**src/rtl/dht_pkg.sv**
```systemverilog
// Shared DHT11 protocol definitions: FSM states, tick timing constants
// (10 us units, also used by the host controller) and the checksum helper.
package dht_pkg;

    typedef enum logic [3:0] {
        ST_IDLE      = 4'd0,
        ST_START_LOW = 4'd1,
        ST_TURN      = 4'd2,
        ST_RESP_LOW  = 4'd3,
        ST_RESP_HIGH = 4'd4,
        ST_BIT_LOW   = 4'd5,
        ST_BIT_HIGH  = 4'd6,
        ST_END_LOW   = 4'd7,
        ST_WAIT_HIGH = 4'd8
    } dht_state_e;

    localparam int C_START_TICKS   = 1800;
    localparam int C_TURN_TICKS    = 3;
    localparam int C_RESP_TICKS    = 8;
    localparam int C_BIT_LOW_TICKS = 5;
    localparam int C_ZERO_TICKS    = 3;
    localparam int C_ONE_TICKS     = 7;
    localparam int C_FRAME_BITS    = 40;

    // Tick counter width; must hold the start-pulse threshold (1800 < 2048).
    localparam int C_CNT_W = 11;

    // Frame checksum: 8-bit wrapping sum of the four payload bytes,
    // optionally inverted to exercise the host's error path.
    function automatic logic [7:0] dht_checksum(
        input logic [7:0] humid_int,
        input logic [7:0] humid_dec,
        input logic [7:0] temp_int,
        input logic [7:0] temp_dec,
        input logic       corrupt
    );
        logic [7:0] sum;
        sum = humid_int + humid_dec + temp_int + temp_dec;
        return corrupt ? ~sum : sum;
    endfunction

endpackage

```
**src/rtl/dht_responder_sync_2ff.sv**
```systemverilog
// Generic two-flop synchronizer for an asynchronous level input.
// Reset value is a parameter; the DHT bus idles high, so the default is 1.
module sync_2ff #(
    parameter int   WIDTH   = 1,
    parameter logic RST_VAL = 1'b1
) (
    input  logic             clk,
    input  logic             rst_n,
    input  logic [WIDTH-1:0] d,
    output logic [WIDTH-1:0] q
);

    logic [WIDTH-1:0] meta_r;
    logic [WIDTH-1:0] sync_r;

    // Two-stage capture of the asynchronous input.
    always_ff @(posedge clk or negedge rst_n) begin
        if (!rst_n) begin
            meta_r <= {WIDTH{RST_VAL}};
            sync_r <= {WIDTH{RST_VAL}};
        end else begin
            meta_r <= d;
            sync_r <= meta_r;
        end
    end

    assign q = sync_r;

endmodule

```
**src/rtl/dht_responder.sv**
```systemverilog
// DHT11 sensor emulator: waits for a host start pulse on the open-drain bus,
// then answers with the response preamble and a 40-bit frame
// (humidity int/dec, temperature int/dec, checksum), MSB first.
module dht_responder
    import dht_pkg::*;
#(
    parameter int P_START_TICKS   = C_START_TICKS,
    parameter int P_TURN_TICKS    = C_TURN_TICKS,
    parameter int P_RESP_TICKS    = C_RESP_TICKS,
    parameter int P_BIT_LOW_TICKS = C_BIT_LOW_TICKS,
    parameter int P_ZERO_TICKS    = C_ZERO_TICKS,
    parameter int P_ONE_TICKS     = C_ONE_TICKS
) (
    input  logic       iClk,
    input  logic       iRst_n,
    input  logic       iTick_10us,
    input  logic       iDHT,
    output logic       oDHT_Oe,
    input  logic       iEnable,
    input  logic [7:0] iHumid_Int,
    input  logic [7:0] iHumid_Dec,
    input  logic [7:0] iTemp_Int,
    input  logic [7:0] iTemp_Dec,
    input  logic       iCorrupt_Cs,
    output logic       oBusy,
    output logic       oDone
);

    // Counter values are "ticks seen so far"; a timed phase ends on the tick
    // that would bring the count to N, i.e. while the counter holds N-1.
    localparam logic [C_CNT_W-1:0] L_ZERO          = {C_CNT_W{1'b0}};
    localparam logic [C_CNT_W-1:0] L_ONE           = {{(C_CNT_W-1){1'b0}}, 1'b1};
    localparam logic [C_CNT_W-1:0] L_START         = C_CNT_W'(P_START_TICKS);
    localparam logic [C_CNT_W-1:0] L_TURN_LAST     = C_CNT_W'(P_TURN_TICKS - 1);
    localparam logic [C_CNT_W-1:0] L_RESP_LAST     = C_CNT_W'(P_RESP_TICKS - 1);
    localparam logic [C_CNT_W-1:0] L_BIT_LOW_LAST  = C_CNT_W'(P_BIT_LOW_TICKS - 1);
    localparam logic [C_CNT_W-1:0] L_ZERO_LAST     = C_CNT_W'(P_ZERO_TICKS - 1);
    localparam logic [C_CNT_W-1:0] L_ONE_LAST      = C_CNT_W'(P_ONE_TICKS - 1);
    localparam logic [5:0]         L_LAST_BIT      = 6'(C_FRAME_BITS - 1);

    logic                    bus_s;
    dht_state_e              state_r;
    dht_state_e              state_nxt_s;
    logic [C_CNT_W-1:0]      cnt_r;
    logic [C_CNT_W-1:0]      cnt_nxt_s;
    logic [5:0]              bit_r;
    logic [5:0]              bit_nxt_s;
    logic [C_FRAME_BITS-1:0] shift_r;
    logic [C_FRAME_BITS-1:0] shift_nxt_s;
    logic [C_CNT_W-1:0]      phase_last_s;
    logic                    phase_end_s;
    logic                    oe_r;
    logic                    busy_r;
    logic                    done_r;
    logic                    oe_nxt_s;
    logic                    busy_nxt_s;
    logic                    done_nxt_s;

    sync_2ff #(
        .WIDTH   (1),
        .RST_VAL (1'b1)
    ) u_sync (
        .clk   (iClk),
        .rst_n (iRst_n),
        .d     (iDHT),
        .q     (bus_s)
    );

    // Last counter value of the current timed phase; BIT_HIGH depends on the bit.
    always_comb begin
        phase_last_s = L_ZERO;
        case (state_r)
            ST_TURN:      phase_last_s = L_TURN_LAST;
            ST_RESP_LOW:  phase_last_s = L_RESP_LAST;
            ST_RESP_HIGH: phase_last_s = L_RESP_LAST;
            ST_BIT_LOW:   phase_last_s = L_BIT_LOW_LAST;
            ST_END_LOW:   phase_last_s = L_BIT_LOW_LAST;
            ST_BIT_HIGH:  phase_last_s = shift_r[C_FRAME_BITS-1] ? L_ONE_LAST : L_ZERO_LAST;
            default:      phase_last_s = L_ZERO;
        endcase
    end

    assign phase_end_s = iTick_10us && (cnt_r == phase_last_s);

    // Next-state, counter, bit index and shift register logic.
    always_comb begin
        state_nxt_s = state_r;
        cnt_nxt_s   = cnt_r;
        bit_nxt_s   = bit_r;
        shift_nxt_s = shift_r;

        // Shared tick counting for all timed (bus-ignoring) phases.
        case (state_r)
            ST_TURN, ST_RESP_LOW, ST_RESP_HIGH, ST_BIT_LOW, ST_BIT_HIGH, ST_END_LOW: begin
                if (phase_end_s) begin
                    cnt_nxt_s = L_ZERO;
                end else if (iTick_10us) begin
                    cnt_nxt_s = cnt_r + L_ONE;
                end else begin
                    cnt_nxt_s = cnt_r;
                end
            end
            default: begin
                cnt_nxt_s = cnt_r;
            end
        endcase

        case (state_r)
            ST_IDLE: begin
                if (!bus_s && iEnable) begin
                    state_nxt_s = ST_START_LOW;
                    cnt_nxt_s   = L_ZERO;
                end else begin
                    state_nxt_s = ST_IDLE;
                end
            end
            ST_START_LOW: begin
                if (bus_s) begin
                    cnt_nxt_s = L_ZERO;
                    if (cnt_r >= L_START) begin
                        // Host released after a valid start: snapshot the payload.
                        state_nxt_s = ST_TURN;
                        bit_nxt_s   = 6'd0;
                        shift_nxt_s = {iHumid_Int, iHumid_Dec, iTemp_Int, iTemp_Dec,
                                       dht_checksum(iHumid_Int, iHumid_Dec,
                                                    iTemp_Int, iTemp_Dec, iCorrupt_Cs)};
                    end else begin
                        state_nxt_s = ST_IDLE;
                    end
                end else if (iTick_10us && (cnt_r < L_START)) begin
                    cnt_nxt_s = cnt_r + L_ONE;
                end else begin
                    cnt_nxt_s = cnt_r;
                end
            end
            ST_TURN: begin
                if (phase_end_s) begin
                    state_nxt_s = ST_RESP_LOW;
                end else begin
                    state_nxt_s = ST_TURN;
                end
            end
            ST_RESP_LOW: begin
                if (phase_end_s) begin
                    state_nxt_s = ST_RESP_HIGH;
                end else begin
                    state_nxt_s = ST_RESP_LOW;
                end
            end
            ST_RESP_HIGH: begin
                if (phase_end_s) begin
                    state_nxt_s = ST_BIT_LOW;
                end else begin
                    state_nxt_s = ST_RESP_HIGH;
                end
            end
            ST_BIT_LOW: begin
                if (phase_end_s) begin
                    state_nxt_s = ST_BIT_HIGH;
                end else begin
                    state_nxt_s = ST_BIT_LOW;
                end
            end
            ST_BIT_HIGH: begin
                if (phase_end_s) begin
                    if (bit_r == L_LAST_BIT) begin
                        state_nxt_s = ST_END_LOW;
                    end else begin
                        state_nxt_s = ST_BIT_LOW;
                        bit_nxt_s   = bit_r + 6'd1;
                        shift_nxt_s = {shift_r[C_FRAME_BITS-2:0], 1'b0};
                    end
                end else begin
                    state_nxt_s = ST_BIT_HIGH;
                end
            end
            ST_END_LOW: begin
                if (phase_end_s) begin
                    state_nxt_s = ST_WAIT_HIGH;
                end else begin
                    state_nxt_s = ST_END_LOW;
                end
            end
            ST_WAIT_HIGH: begin
                // Bus must be seen high again before a new start can arm.
                if (bus_s) begin
                    state_nxt_s = ST_IDLE;
                end else begin
                    state_nxt_s = ST_WAIT_HIGH;
                end
            end
            default: begin
                state_nxt_s = ST_IDLE;
                cnt_nxt_s   = L_ZERO;
            end
        endcase
    end

    // Output values for the next cycle, derived from the next state so the
    // registered outputs change on the same edge as the state.
    always_comb begin
        oe_nxt_s   = 1'b0;
        busy_nxt_s = 1'b0;
        done_nxt_s = 1'b0;
        case (state_nxt_s)
            ST_RESP_LOW, ST_BIT_LOW, ST_END_LOW: oe_nxt_s = 1'b1;
            default:                             oe_nxt_s = 1'b0;
        endcase
        case (state_nxt_s)
            ST_TURN, ST_RESP_LOW, ST_RESP_HIGH, ST_BIT_LOW, ST_BIT_HIGH, ST_END_LOW:
                busy_nxt_s = 1'b1;
            default:
                busy_nxt_s = 1'b0;
        endcase
        if ((state_r == ST_END_LOW) && (state_nxt_s == ST_WAIT_HIGH)) begin
            done_nxt_s = 1'b1;
        end else begin
            done_nxt_s = 1'b0;
        end
    end

    // State, datapath and registered outputs; reset releases the bus at once.
    always_ff @(posedge iClk or negedge iRst_n) begin
        if (!iRst_n) begin
            state_r <= ST_IDLE;
            cnt_r   <= L_ZERO;
            bit_r   <= 6'd0;
            shift_r <= {C_FRAME_BITS{1'b0}};
            oe_r    <= 1'b0;
            busy_r  <= 1'b0;
            done_r  <= 1'b0;
        end else begin
            state_r <= state_nxt_s;
            cnt_r   <= cnt_nxt_s;
            bit_r   <= bit_nxt_s;
            shift_r <= shift_nxt_s;
            oe_r    <= oe_nxt_s;
            busy_r  <= busy_nxt_s;
            done_r  <= done_nxt_s;
        end
    end

    assign oDHT_Oe = oe_r;
    assign oBusy   = busy_r;
    assign oDone   = done_r;

endmodule

```
**config.mk**
```make
export PLATFORM = sky130hd
export DESIGN_NAME = dht_responder
export DESIGN_NICKNAME = d
export VERILOG_FILES = /design/src/rtl/dht_pkg.sv /design/src/rtl/dht_responder_sync_2ff.sv /design/src/rtl/dht_responder.sv
export SDC_FILE = /design/constraint.sdc
export NUM_CORES = 1
export LEC_CHECK = 0
export ABC_AREA = 1
export BUFFER_PORTS_ARGS = -buffer_cell sky130_fd_sc_hd__buf_2
export CAP_MARGIN = 20
export CORE_ASPECT_RATIO = 0.9
export CORE_MARGIN = 4
export CORE_UTILIZATION = 55
export CTS_BUF_LIST = sky130_fd_sc_hd__clkbuf_16
export DETAILED_ROUTE_END_ITERATION = 10
export PLACE_DENSITY = 0.75
export RECOVER_POWER = 100
export SLEW_MARGIN = 10
export SYNTH_ARGS = -nofsm -noshare
export SYNTH_HDL_FRONTEND = slang
export SYNTH_SLANG_ARGS = --single-unit
```
**constraint.sdc**
```tcl
create_clock -name iClk -period 2.02 [get_ports iClk]
set_input_delay 0 -clock iClk [delete_from_list [all_inputs] [get_ports iClk]]
set_output_delay 0 -clock iClk [all_outputs]
set_load 0.03 [all_outputs]
```
### Yosys cells after proc, flatten, opt, wreduce, memory -nomap -nowiden

Cells that the tools add are included.

* shift-type cells: 0
* $lt $le $gt $ge: 2
* multiplexer cells: 35
* eq/ne operators: 22
* $add $sub $neg: 5
* bitwise operators: 1
* reduce and logical (&&, ||, !) cells: 14
* div/mod/pow operators: 0
* $mul: 0

Operators with widths (number)
* 2-to-1 mux 40 bit: 4
* one-hot mux 40 bit (2 select lines): 1
* 2-to-1 mux 11 bit: 6
* one-hot mux 4 bit (9 select lines): 1
* one-hot mux 11 bit (3 select lines): 1
* equality test 4 x 3 -> 1 bit (second input constant): 8
* adder 8 bit: 3
* 2-to-1 mux 6 bit: 4
* equality test 4 x 2 -> 1 bit (second input constant): 4
* 2-to-1 mux 4 bit: 4
* one-hot mux 3 bit (4 select lines): 1
* one-hot mux 6 bit (2 select lines): 1
* OR reduction 6 bit: 2
* adder 11 x 1 -> 11 bit (second input constant): 1
* equality test 11 bit: 1
* >= comparator 11 bit (second input constant): 1
* < comparator 11 bit (second input constant): 1
* equality test 4 bit (second input constant): 2
* 2-to-1 mux 8 bit: 1
* inverter 8 bit: 1
* OR reduction 7 bit: 1
* adder 6 x 1 -> 6 bit (second input constant): 1
* equality test 6 bit (second input constant): 1
* 2-to-1 mux 1 bit: 6
* other kinds (13): 22

* flip-flop bits (word level): 66
* ROM bits: 0
* word-level logic and storage cells: 88
* latch bits: 0
* memory bits (writable): 0
* memories kept: 0

### Longest topological paths before layout

Gate-level depths: netlist of run 1.

* depth in word-level cells: 10
* gate-level depth with buffers: 14
* depth with buffers taken out: 14

### Hierarchy

From an unflattened synthesis of run 1, not the netlist that was laid out.

* cells, all modules: 508
* area, all modules: 4332.9 µm²

By module, submodules not included
* dht_responder: cells an instance 506, area an instance 4280.4 µm², times used 1
* sync_2ff: cells an instance 2, area an instance 52.6 µm², times used 1

### Worst setup path after synthesis of run 1

No wires, ideal clock.

* path kind: input to register
* start point: input iHumid_Int[1]
* end point: register shift_r[7]
* cell stages on the path: 14
* arrival: 2.305 ns
* path slack: -0.350 ns
* path buffers: 0
* path through: fa_1 -> fa_1 -> ha_1 -> fa_1 -> nand3_1 -> nand3_1 -> nand2_1 -> nand2_1 -> a21oi_1 -> nand3b_1 -> nand3_1 -> nand2_1 -> nand2_1 -> nand2_1

* word-level cells in the longest chain between the ends: 8

Ends and longest elaborated chain
* start, declared: RTL line dht_responder.sv:20 `input logic [7:0] iHumid_Int,`
* adder 8 bit (*) (3 in series): RTL line dht_pkg.sv:38 `sum = humid_int + humid_dec + temp_int + temp_dec;`
* inverter 8 bit: RTL line dht_pkg.sv:39 `return corrupt ? ~sum : sum;`
* 2-to-1 mux 8 bit (*): RTL line dht_pkg.sv:39
* 2-to-1 mux 40 bit (*): RTL line dht_responder.sv:120 `if (cnt_r >= L_START) begin`
* 2-to-1 mux 40 bit (*): RTL line dht_responder.sv:118 `if (bus_s) begin`
* one-hot mux 40 bit (2 select lines) (*): RTL line dht_responder.sv:108 `case (state_r)`
* end signal, assigned: RTL line dht_responder.sv:228 `shift_r <= {C_FRAME_BITS{1'b0}};`
* end signal, assigned: RTL line dht_responder.sv:236 `shift_r <= shift_nxt_s;`
* end, declared: RTL line dht_responder.sv:48 `logic [C_FRAME_BITS-1:0] shift_r;`

Mark *: on every way between the ends. The rest lies on a longest branch, timed or not. The select of a mux whose other input is x is not followed.
A chain may end at the register's enable or synchronous reset.

### Final worst setup path of run 1

* start point: input iHumid_Dec[1]
* end point: register shift_r[7]

* word-level cells in the longest chain between the ends: 8

Ends and longest elaborated chain
* start, declared: RTL line dht_responder.sv:21 `input logic [7:0] iHumid_Dec,`
* adder 8 bit (*) (3 in series): RTL line dht_pkg.sv:38
* inverter 8 bit: RTL line dht_pkg.sv:39
* 2-to-1 mux 8 bit (*): RTL line dht_pkg.sv:39
* 2-to-1 mux 40 bit (*): RTL line dht_responder.sv:120
* 2-to-1 mux 40 bit (*): RTL line dht_responder.sv:118
* one-hot mux 40 bit (2 select lines) (*): RTL line dht_responder.sv:108

Marks and branches as above.

==> reports/metrics.csv, run 1 <==
metric,value,unit
status,"complete, but fails checks",
failing checks,setup timing,
final wirelength,10.42,mm
Max Root-Sink Buffers,2,
core area,7620,um^2
Worst setup EP type,flip-flop,
share of the synthesized area in the top cell type,36.94,%
met3 GRT Util,5.399,%
highest cell delay on the worst timing path,0.55,ns
setup TNS,-0.1328,ns
Top Family by Delay on Critical Path,adder cells,
Yosys warning count,0,
Slowest cell on crit path,fa_1,
placed standard-cell area,4810,um^2
Horiz. Die Dim,101.6,um
DRC Markers,0,
final worst-path cycle share,103.2,%
"most used cell, CP",nand2_1,
I/O Buffers,40,
Worst-Skew Late Latency,0.34,ns
vias in the first global route,3726,
RSZ-0062 raised after global routing,yes,
Bufs and invs on worst path,1,
global route total overflow,0,
Final Util,69.92,%
slack of the critical path,-0.06414,ns
initial antenna violation count,0,
FILL cells,604,
nets,708,
drt pass-1 iters,5,
# setup viols final,5,
number of inserted diodes,0,
first-pass GRT wire length,17.02,mm
Async SR Flop Fraction,100.0,%
DP HPWL,7.230,mm
final number of hold-violating endpoints,0,
"Cell Area, Synth",4335,um^2
Least-Margin Pin Slew,1.302,ns
GP Congestion,0.9141,
Crit Path Max Fanout,2,
number of enable flip-flop cells after synthesis,0,
area grow syn2layout,22.89,%
DR vias/cell,5.280,
VDD IR max,0.0005449,V
CTS tree,done,
"Seq/Total Area, Yosys",38.15,%
Max-cap violations,0,
most frequent cell after synthesis,nand2_1,
GRT Overall Usage,22.99,%
"Worst Path Class, Setup",input pin to flip-flop,
library cells used by synthesis,40,
CTS Buf Count,9,
synth top area cells,"dfrtp_1, nand2_1, fa_1, o21ai_0, inv_1",
Clock Skew,0.008156,ns
largest net degree at the start of global routing,49,
row count,30,
H-tree levels,3,
DRT iter0 DRCs,230,
"top cells by count, synth","nand2_1, inv_1, dfrtp_1",
post-route cell area,5328,um^2
FF-to-FF setup slack,-0.02,ns
worst hold path type,input pin to flip-flop,
vias,3944,
Final Max Tran Viols,0,
Yosys reg bits,66,
# IOs,41,
Slew HR,13.22,%
Global Route met2 Usage,37.15,%
layout cells sized above 1,20.28,%
grt met1 use,30.66,%
Crit path required time,2.30,ns
FMAX,0.4798,GHz
clk slew on worst S/H paths,0.06,ns
CP arrival,2.36,ns
"Top FF cell, synth",dfrtp_1,
Yosys top cell by area,dfrtp_1,
Placement Setup Slack,-0.4672,ns
Post-DRT Antenna Nets,0,
clock sink total,66,
height of the chip,92.23,um
clock root buffer,clkbuf_16,
Final Critical Period,2.084,ns
Syn Area/Cell,7.593,um^2
busiest grt layer,met2,
"critical path, cell by cell","buf_6, fa_1, fa_1, ha_2, fa_2, nand3_2, nand3_2, nand2_1, nand2_1, a21oi_2, nand3b_1, nand3_1, nand2_1, nand2_1, nand2_1",
routed len/inst,13.95,um
syn nets,633,
DIE AREA,9369,um^2
Leakage,2.641,nW
initial core utilization,56.90,%
nature of the critical path startpoint,input pin,
Pwr per Cell Area,905.3,nW/um^2
Syn Inst Count,571,
-- worst reg2reg max path: stages (launching register included) --
cell and delay, ns:
dfrtp_1 0.38, nor2_1 0.16, nand3_2 0.12, nor2_1 0.14
nand3_2 0.08, nor2_1 0.26, nand3_4 0.16, nand2_1 0.11
nand2_2 0.09, buf_4 0.22, o31ai_1 0.23
-- report_power, final --
| group | switching (mW) | total, mW | internal, mW |
|---|---|---|---|
| Clock | 0.618 | 1.70 | 1.08 |
| Combinational | 0.778 | 1.38 | 0.606 |
| Sequential | 0.126 | 1.74 | 1.62 |
-- cells in the final DEF (no fill, tap or decap), drive strengths merged --
master       count
a211oi           2
a21boi           1
a21oi            9
a22oi            2
buf             72
bufinv           2
clkbuf          17
clkinv           4
clkinvlp         2
dfrtp           64
dfstp            2
dlygate4sd3      4
fa              14
ha              10
inv             73
nand2          184
nand3           19
nand3b           2
nand4            6
nor2            27
nor3             6
nor4             1
o211ai           1
o21a             1
o21ai           89
o21bai           2
o22ai            1
o31ai            6
or2              2
xnor2            6
xor2            20
-- what timing repair did --
| action | 4_1_cts | 5_1_grt |
|---|---|---|
| hold buffers | 4 | 0 |
| resized for setup | 4 | 16 |
| pin swaps | 7 | 3 |
| setup endpoints to repair | 14 | 50 |
| buffers inserted | 0 | 10 |
| cloned | 0 | 3 |
| endpoints found under the hold margin | 25 | 0 |
-- final timing paths --
kind / end / cells after the start / startpoint
hold / removal: shift_r[15]$_DFFE_PN0P_ / 5 / iTemp_Dec[7]
setup / recovery: shift_r[7]$_DFFE_PN0P_ / 15 / iHumid_Dec[1]
hold reg to reg: u_sync.q$_DFF_PN1_ / 0 / u_sync.meta_r$_DFF_PN1_
min in group asynchronous: cnt_r[6]$_DFFE_PN0P_ / 2 / iRst_n
setup reg to reg: bit_r[4]$_DFFE_PN0P_ / 10 / cnt_r[6]$_DFFE_PN0P_
max in group asynchronous: shift_r[22]$_DFFE_PN0P_ / 3 / iRst_n
-- per-layer routing --
metal | routed length, um | vias up
li1 | - | 1963
met1 | 4621 | 1846
met2 | 5032 | 122
met3 | 601 | 13
met4 | 161 | 0
met5 | 0 | -
-- state kept, by name, indices dropped and copies added (netlist names) --
name,cells
bit_r,6
oBusy,1
oDHT_Oe,1
cnt_r,11
oDone,1
u_sync.q,1
shift_r,40
u_sync.meta_r,1
state_r,4
-- area by class of cell --
type / instances / area (um^2) / share of cell area (%)
Inverter: 73 / 279.0 / 5.237
Tap cell: 96 / 120.1 / 2.255
Multi-Input combinational cell: 411 / 2351 / 44.13
Timing Repair inverter: 1 / 5.005 / 0.09394
Sequential cell: 66 / 1658 / 31.12
Clock inverter: 7 / 92.59 / 1.738
Clock buffer: 9 / 225.2 / 4.227
Timing Repair Buffer: 84 / 596.8 / 11.20
-- stage by stage --
stage	instances	hold slack (ns)	power [mW]
2_1_floorplan	571	-0.2956	2.671
3_3_place_gp	714	0.01403	2.965
3_5_place_dp	714	0.01959	3.027
4_1_cts	734	0.01812	4.750
5_1_grt	747	0.05271	5.120
6_report	747	0.02802	4.823
-- kinds of logic after synthesis --
logic type	Yosys count	share of synthesized area, %
compound gates	114	14.52
fa+ha+maj	24	9.351
xor+xnor	26	5.253
flops	66	38.15
simple gates	247	23.61
buf+inv	94	9.120
(Power assumes the default switching activity.)
==> run 2: changes to the inputs <==
CTS_CLUSTER_DIAMETER = 100   (was unset)
SYNTH_HIERARCHICAL = 1   (was unset)
==> reports/metrics.csv, run 2 <==
metric,value,unit,change
status,"complete, but fails checks",,
failing checks,"hold timing, setup timing",,
library cells used by synthesis,36,,-10%
"commonest non-fill, non-tap cell in the layout",nand2_1,,
H-tree levels,3,,unchanged
final worst-path cycle share,118.1,%,+15 points
Placement Setup Slack,-0.5551,ns,-0.08791 ns
most frequent cell after synthesis,nand2_1,,
drt pass-1 iters,7,,+2
row count,30,,unchanged
CTS Buf Count,9,,unchanged
worst hold path type,input pin to flip-flop,,
vias in the first global route,3891,,+4.4%
CTS tree,done,,
"Seq/Total Area, Yosys",38.17,%,about the same
Final Max Tran Viols,0,,unchanged
Async SR Flop Fraction,100.0,%,unchanged
Crit Path Max Fanout,2,,unchanged
I/O Buffers,40,,unchanged
Crit path required time,2.28,ns,-0.02 ns
clk slew on worst S/H paths,0.06,ns,about the same
DRT iter0 DRCs,247,,+7.4%
VDD IR max,0.0006700,V,+23%
height of the chip,92.21,um,about the same
# IOs,41,,unchanged
"top cells by count, synth","nand2_1, dfrtp_1, mux2i_1",,
Slew HR,37.70,%,+24 points
"critical path, cell by cell","buf_6, fa_1, fa_1, ha_2, fa_2, nand3_2, nand2_2, buf_6, xnor2_4, a21oi_1, o21ai_1, nand2_1, nand3_1, nand2_1",,
Clock Skew,0.003235,ns,-0.004920 ns
Syn Inst Count,508,,-11%
DRC Markers,0,,unchanged
Largest Register,shift_r,,
Yosys warning count,6,,+6
"Worst Path Class, Setup",input pin to flip-flop,,
Global Route met2 Usage,41.45,%,+4.3 points
register area,1659,um^2,about the same
Slowest cell on crit path,fa_1,,
GP Congestion,0.9173,,+0.35%
Largest regs,"shift_r: 40 flops, cnt_r: 11 flops, bit_r: 6 flops",,
Hold Path Depth,3,,-2
max FFs per register,40,,unchanged
GRT Overall Usage,24.25,%,+1.3 points
Pwr per Cell Area,673.9,nW/um^2,-26%
final wirelength,14.85,mm,+43%
Yosys reg bits,66,,unchanged
number of enable flip-flop cells after synthesis,0,,unchanged
Leakage,2.824,nW,+7.0%
share of the synthesized area in the top cell type,36.96,%,about the same
clock sink total,66,,unchanged
slack of the critical path,-0.3658,ns,-0.3017 ns
Max-cap violations,0,,unchanged
"Cell Area, Synth",4333,um^2,about the same
CP arrival,2.65,ns,+0.29 ns
met3 GRT Util,4.943,%,-0.46 points
"commonest cells after routing, fill and taps aside","nand2_1, dfrtp_1, buf_4",,
grt met1 use,31.12,%,+0.46 points
area of the multi-input gates,2905,um^2,+24%
core area,7620,um^2,unchanged
largest net degree at the start of global routing,50,,+2.0%
final number of hold-violating endpoints,1,,+1
Horiz. Die Dim,101.6,um,about the same
busiest grt layer,met2,,
syn nets,570,,-10%
DP HPWL,7.350,mm,+1.7%
Syn Area/Cell,8.529,um^2,+12%
Yosys top cell by area,dfrtp_1,,
FMAX,0.4191,GHz,-13%
initial core utilization,56.86,%,about the same
routed len/inst,20.62,um,+48%
clock root buffer,clkbuf_16,,
FILL cells,416,,-31%
DR vias/cell,5.997,,+14%
RSZ-0062 raised after global routing,yes,,
synth top area cells,"dfrtp_1, nand2_1, mux2i_1, fa_1, o21ai_1",,
Least-Margin Pin Slew,0.9344,ns,-0.3673 ns
Max Root-Sink Buffers,2,,unchanged
Tot Pwr,4.176,mW,-13%
number of inserted diodes,0,,unchanged
Post-DRT Antenna Nets,0,,unchanged
Worst-Skew Late Latency,0.33,ns,about the same
highest cell delay on the worst timing path,0.56,ns,about the same
"Top FF cell, synth",dfrtp_1,,
vias,4318,,+9.5%
global route total overflow,0,,unchanged
nets,681,,-3.8%
cells on worst reg2reg path,14,,+4
Final Critical Period,2.386,ns,+0.3017 ns
area grow syn2layout,43.03,%,
first-pass GRT wire length,18.11,mm,+6.4%
Worst setup EP type,flip-flop,,
setup TNS,-8.945,ns,-8.812 ns
layout cells sized above 1,39.58,%,+19 points
DIE AREA,9364,um^2,about the same
# setup viols final,52,,+47
nature of the critical path startpoint,input pin,,
Min Hold Slack,-0.006896,ns,-0.03492 ns
initial antenna violation count,0,,unchanged
-- run 2: cell types whose count changed after synthesis, sizes merged, moves of 3 or more --
cell    change
inv        -38
mux2i      +34
nand2      -34
o21ai      -32
nand3       +6
o22ai       +6
o31ai       -6
buf         -5
xor2        -5
a21oi       +4
clkbuf      +4
o211ai      +3
xnor2       +3
-- run 2: cells by family (layout without fill, tap and decap cells) --
kind of cell / count (synthesis) / in the layout / synth area share, %
compound gates: 86 / 86 / 12.04
simple gates: 219 / 221 / 21.89
flops: 66 / 66 / 38.18
mux: 34 / 34 / 7.855
fa+ha+maj: 24 / 24 / 9.356
xor+xnor: 24 / 24 / 4.851
buf+inv: 55 / 169 / 5.833
-- run 2: metrics by stage --
stage / cell area (um^2) / hold WS [ns] / cells / utilization (%)
2_1_floorplan: 4365 / -0.2956 / 508 / -
3_3_place_gp: 4922 / 0.1065 / 664 / 64.60
3_5_place_dp: 4922 / 0.1084 / 664 / 64.60
4_1_cts: 5340 / 0.002873 / 689 / 70.08
5_1_grt: 6197 / 0.01146 / 720 / 81.33
6_report: 6197 / -0.006896 / 720 / 81.33
-- run 2: path summary, 6_finish.rpt --
check                                        start                 endpoint  slack [ns]
max                                   iTemp_Int[1]   shift_r[5]$_DFFE_PN0P_       -0.37
min                                   iTemp_Int[3]  shift_r[19]$_DFFE_PN0P_      -0.007
max reg2reg                   state_r[3]$_DFF_PN0_  shift_r[10]$_DFFE_PN0P_       -0.27
min reg2reg                u_sync/meta_r$_DFF_PN1_       u_sync/q$_DFF_PN1_        0.35
max in group asynchronous                   iRst_n  shift_r[16]$_DFFE_PN0P_        0.49
min in group asynchronous                   iRst_n     state_r[3]$_DFF_PN0_        0.34
-- run 2: worst max-delay path: cells and delay by family --
kind	cells	cell delay, ns
xor+xnor	1	0.12
compound gates	2	0.30
fa+ha+maj	4	1.58
buf+inv	2	0.23
simple gates	5	0.41
-- run 2: per-layer routing --
layer	wire (um)	vias to the layer above
met2	7410	248
met5	0	-
met4	641	0
met1	5645	2117
li1	-	1898
met3	1151	55
-- run 2: cell type report --
cell class / instances / area share, %
Clock buffer: 9 / 3.634
Inverter: 35 / 2.160
Tap cell: 96 / 1.938
Multi-Input combinational cell: 389 / 46.88
Clock inverter: 7 / 1.131
Timing Repair Buffer: 118 / 17.48
Sequential cell: 66 / 26.77
-- run 2: what timing repair did --
action | 4_1_cts | 5_1_grt
setup endpoints to repair | 8 | 44
pin swaps | 10 | 28
gates cloned | 0 | 14
buffers inserted | 2 | 15
endpoints found under the hold margin | 36 | 2
hold buffers | 7 | 2
resized for setup | 10 | 121
-- run 2: where the power goes --
group	internal, mW	switching, mW
combinational	0.587	0.656
clock	0.950	0.622
sequential	1.34	0.0181
==> run 3: changes to the inputs <==
RECOVER_POWER = unset   (was 100)
==> reports/metrics.csv, run 3 (same netlist as run 2, synthesis figures left out) <==
metric,value,unit,change
status,"complete, but fails checks",,
failing checks,"hold timing, setup timing",,
CP arrival,2.62,ns,-0.03 ns
Least-Margin Pin Slew,0.8567,ns,-0.07774 ns
# IOs,41,,unchanged
row count,30,,unchanged
VDD IR max,0.0006690,V,-0.16%
GP Congestion,0.9173,,unchanged
nets,681,,unchanged
Final Util,81.54,%,+0.21 points
Horiz. Die Dim,101.6,um,unchanged
# setup viols final,47,,-9.6%
Max-cap violations,0,,unchanged
DR vias/cell,6.011,,+0.23%
clock root buffer,clkbuf_16,,
Crit path required time,2.28,ns,about the same
"commonest cells after routing, fill and taps aside","nand2_1, dfrtp_1, buf_4",,
Post-DRT Antenna Nets,0,,unchanged
final worst-path cycle share,117.1,%,-1.0 points
RSZ-0062 raised after global routing,yes,,
Worst-Skew Late Latency,0.33,ns,about the same
Final Critical Period,2.365,ns,-0.02037 ns
setup TNS,-4.675,ns,+4.270 ns
final number of hold-violating endpoints,1,,unchanged
DRC Markers,0,,unchanged
layout cells sized above 1,40.71,%,+1.1 points
Clock Skew,0.006676,ns,+0.003441 ns
number of inserted diodes,0,,unchanged
nature of the critical path startpoint,input pin,,
CTS Buf Count,9,,unchanged
DRT iter0 DRCs,306,,+24%
vias in the first global route,3891,,unchanged
vias,4328,,+0.23%
worst hold path type,input pin to flip-flop,,
area grow syn2layout,43.40,%,
Slew HR,42.89,%,+5.2 points
DIE AREA,9364,um^2,unchanged
max FFs per register,40,,unchanged
Tot Pwr,4.183,mW,+0.16%
Min Hold Slack,-0.009040,ns,-0.002145 ns
Worst setup EP type,flip-flop,,
GRT Overall Usage,24.25,%,unchanged
DP HPWL,7.350,mm,unchanged
CTS tree,done,,
initial antenna violation count,0,,unchanged
routed len/inst,20.63,um,about the same
drt pass-1 iters,7,,unchanged
Max Root-Sink Buffers,2,,unchanged
initial core utilization,56.86,%,unchanged
Largest Register,shift_r,,
Largest regs,"shift_r: 40 flops, cnt_r: 11 flops, bit_r: 6 flops",,
clock sink total,66,,unchanged
core area,7620,um^2,unchanged
placed standard-cell area,4922,um^2,unchanged
first-pass GRT wire length,18.11,mm,unchanged
Pwr per Cell Area,673.2,nW/um^2,-0.11%
final wirelength,14.85,mm,about the same
H-tree levels,3,,unchanged
clk slew on worst S/H paths,0.06,ns,about the same
slack of the critical path,-0.3454,ns,+0.02037 ns
"Worst Path Class, Setup",input pin to flip-flop,,
global route total overflow,0,,unchanged
largest net degree at the start of global routing,50,,unchanged
FMAX,0.4228,GHz,+0.86%
Final Max Tran Viols,0,,unchanged
Crit Path Max Fanout,2,,unchanged
I/O Buffers,40,,unchanged
Placement Setup Slack,-0.5551,ns,unchanged
Leakage,2.847,nW,+0.79%
"commonest non-fill, non-tap cell in the layout",nand2_1,,
post-route cell area,6213,um^2,+0.26%
height of the chip,92.21,um,unchanged
run 3: layout make-up:
cell class              count  area [um^2]
well taps                  96        120.1
clock inverters             7        70.07
clock buffers               9        225.2
flip-flops and latches     66         1660
repair buffers            118         1099
inverters                  35        133.9
fillers                   407         1406
multi-input cells         389         2905
run 3: routing by layer:
metal	track usage [%]	wire, um	vias to the layer above
met5	0	0	-
met4	6.312	725	0
met3	4.943	1148	59
met2	41.45	7329	257
met1	31.12	5646	2111
li1	-	-	1901
run 3: metrics by stage:
stage          hold slack [ns]  instances
4_1_cts               0.002873        689
2_1_floorplan          -0.2956        508
3_3_place_gp            0.1065        664
5_1_grt                0.01146        720
3_5_place_dp            0.1084        664
6_report             -0.009040        720
run 3: timing repair:
item                                   CTS  global route
hold buffers                             7             2
buffers inserted                         2            15
setup endpoints to repair                8            44
endpoints found under the hold margin   36             2
resized for setup                       10           121
pin swaps                               10            28
cloned                                   0            14
run 3: path summary, 6_finish.rpt:
kind                                    startpoint                 endpoint  slack [ns]  cells after the start
min in group asynchronous                   iRst_n     state_r[3]$_DFF_PN0_        0.32                      2
hold / removal                        iTemp_Int[3]  shift_r[19]$_DFFE_PN0P_      -0.009                      3
hold reg to reg            u_sync/meta_r$_DFF_PN1_       u_sync/q$_DFF_PN1_        0.36                      0
max in group asynchronous                   iRst_n  shift_r[16]$_DFFE_PN0P_        0.98                      3
setup / recovery                      iTemp_Int[1]   shift_r[5]$_DFFE_PN0P_       -0.35                     14
setup reg to reg              state_r[2]$_DFF_PN0_  shift_r[10]$_DFFE_PN0P_       -0.18                     14
run 3: report_power, final:
| group | total (mW) | switching, mW | internal, mW |
|---|---|---|---|
| clock network | 1.57 | 0.623 | 0.950 |
| registers | 1.36 | 0.0181 | 1.34 |
| logic | 1.25 | 0.659 | 0.590 |
run 3: worst max-delay path, cell delays in order:
cell	delay, ns
buf_6	0.10
fa_1	0.56
fa_1	0.43
ha_2	0.22
fa_2	0.37
nand3_2	0.08
nand2_2	0.06
buf_6	0.13
xnor2_4	0.12
a21oi_1	0.18
o21ai_1	0.11
nand2_1	0.09
nand3_1	0.08
nand2_1	0.10
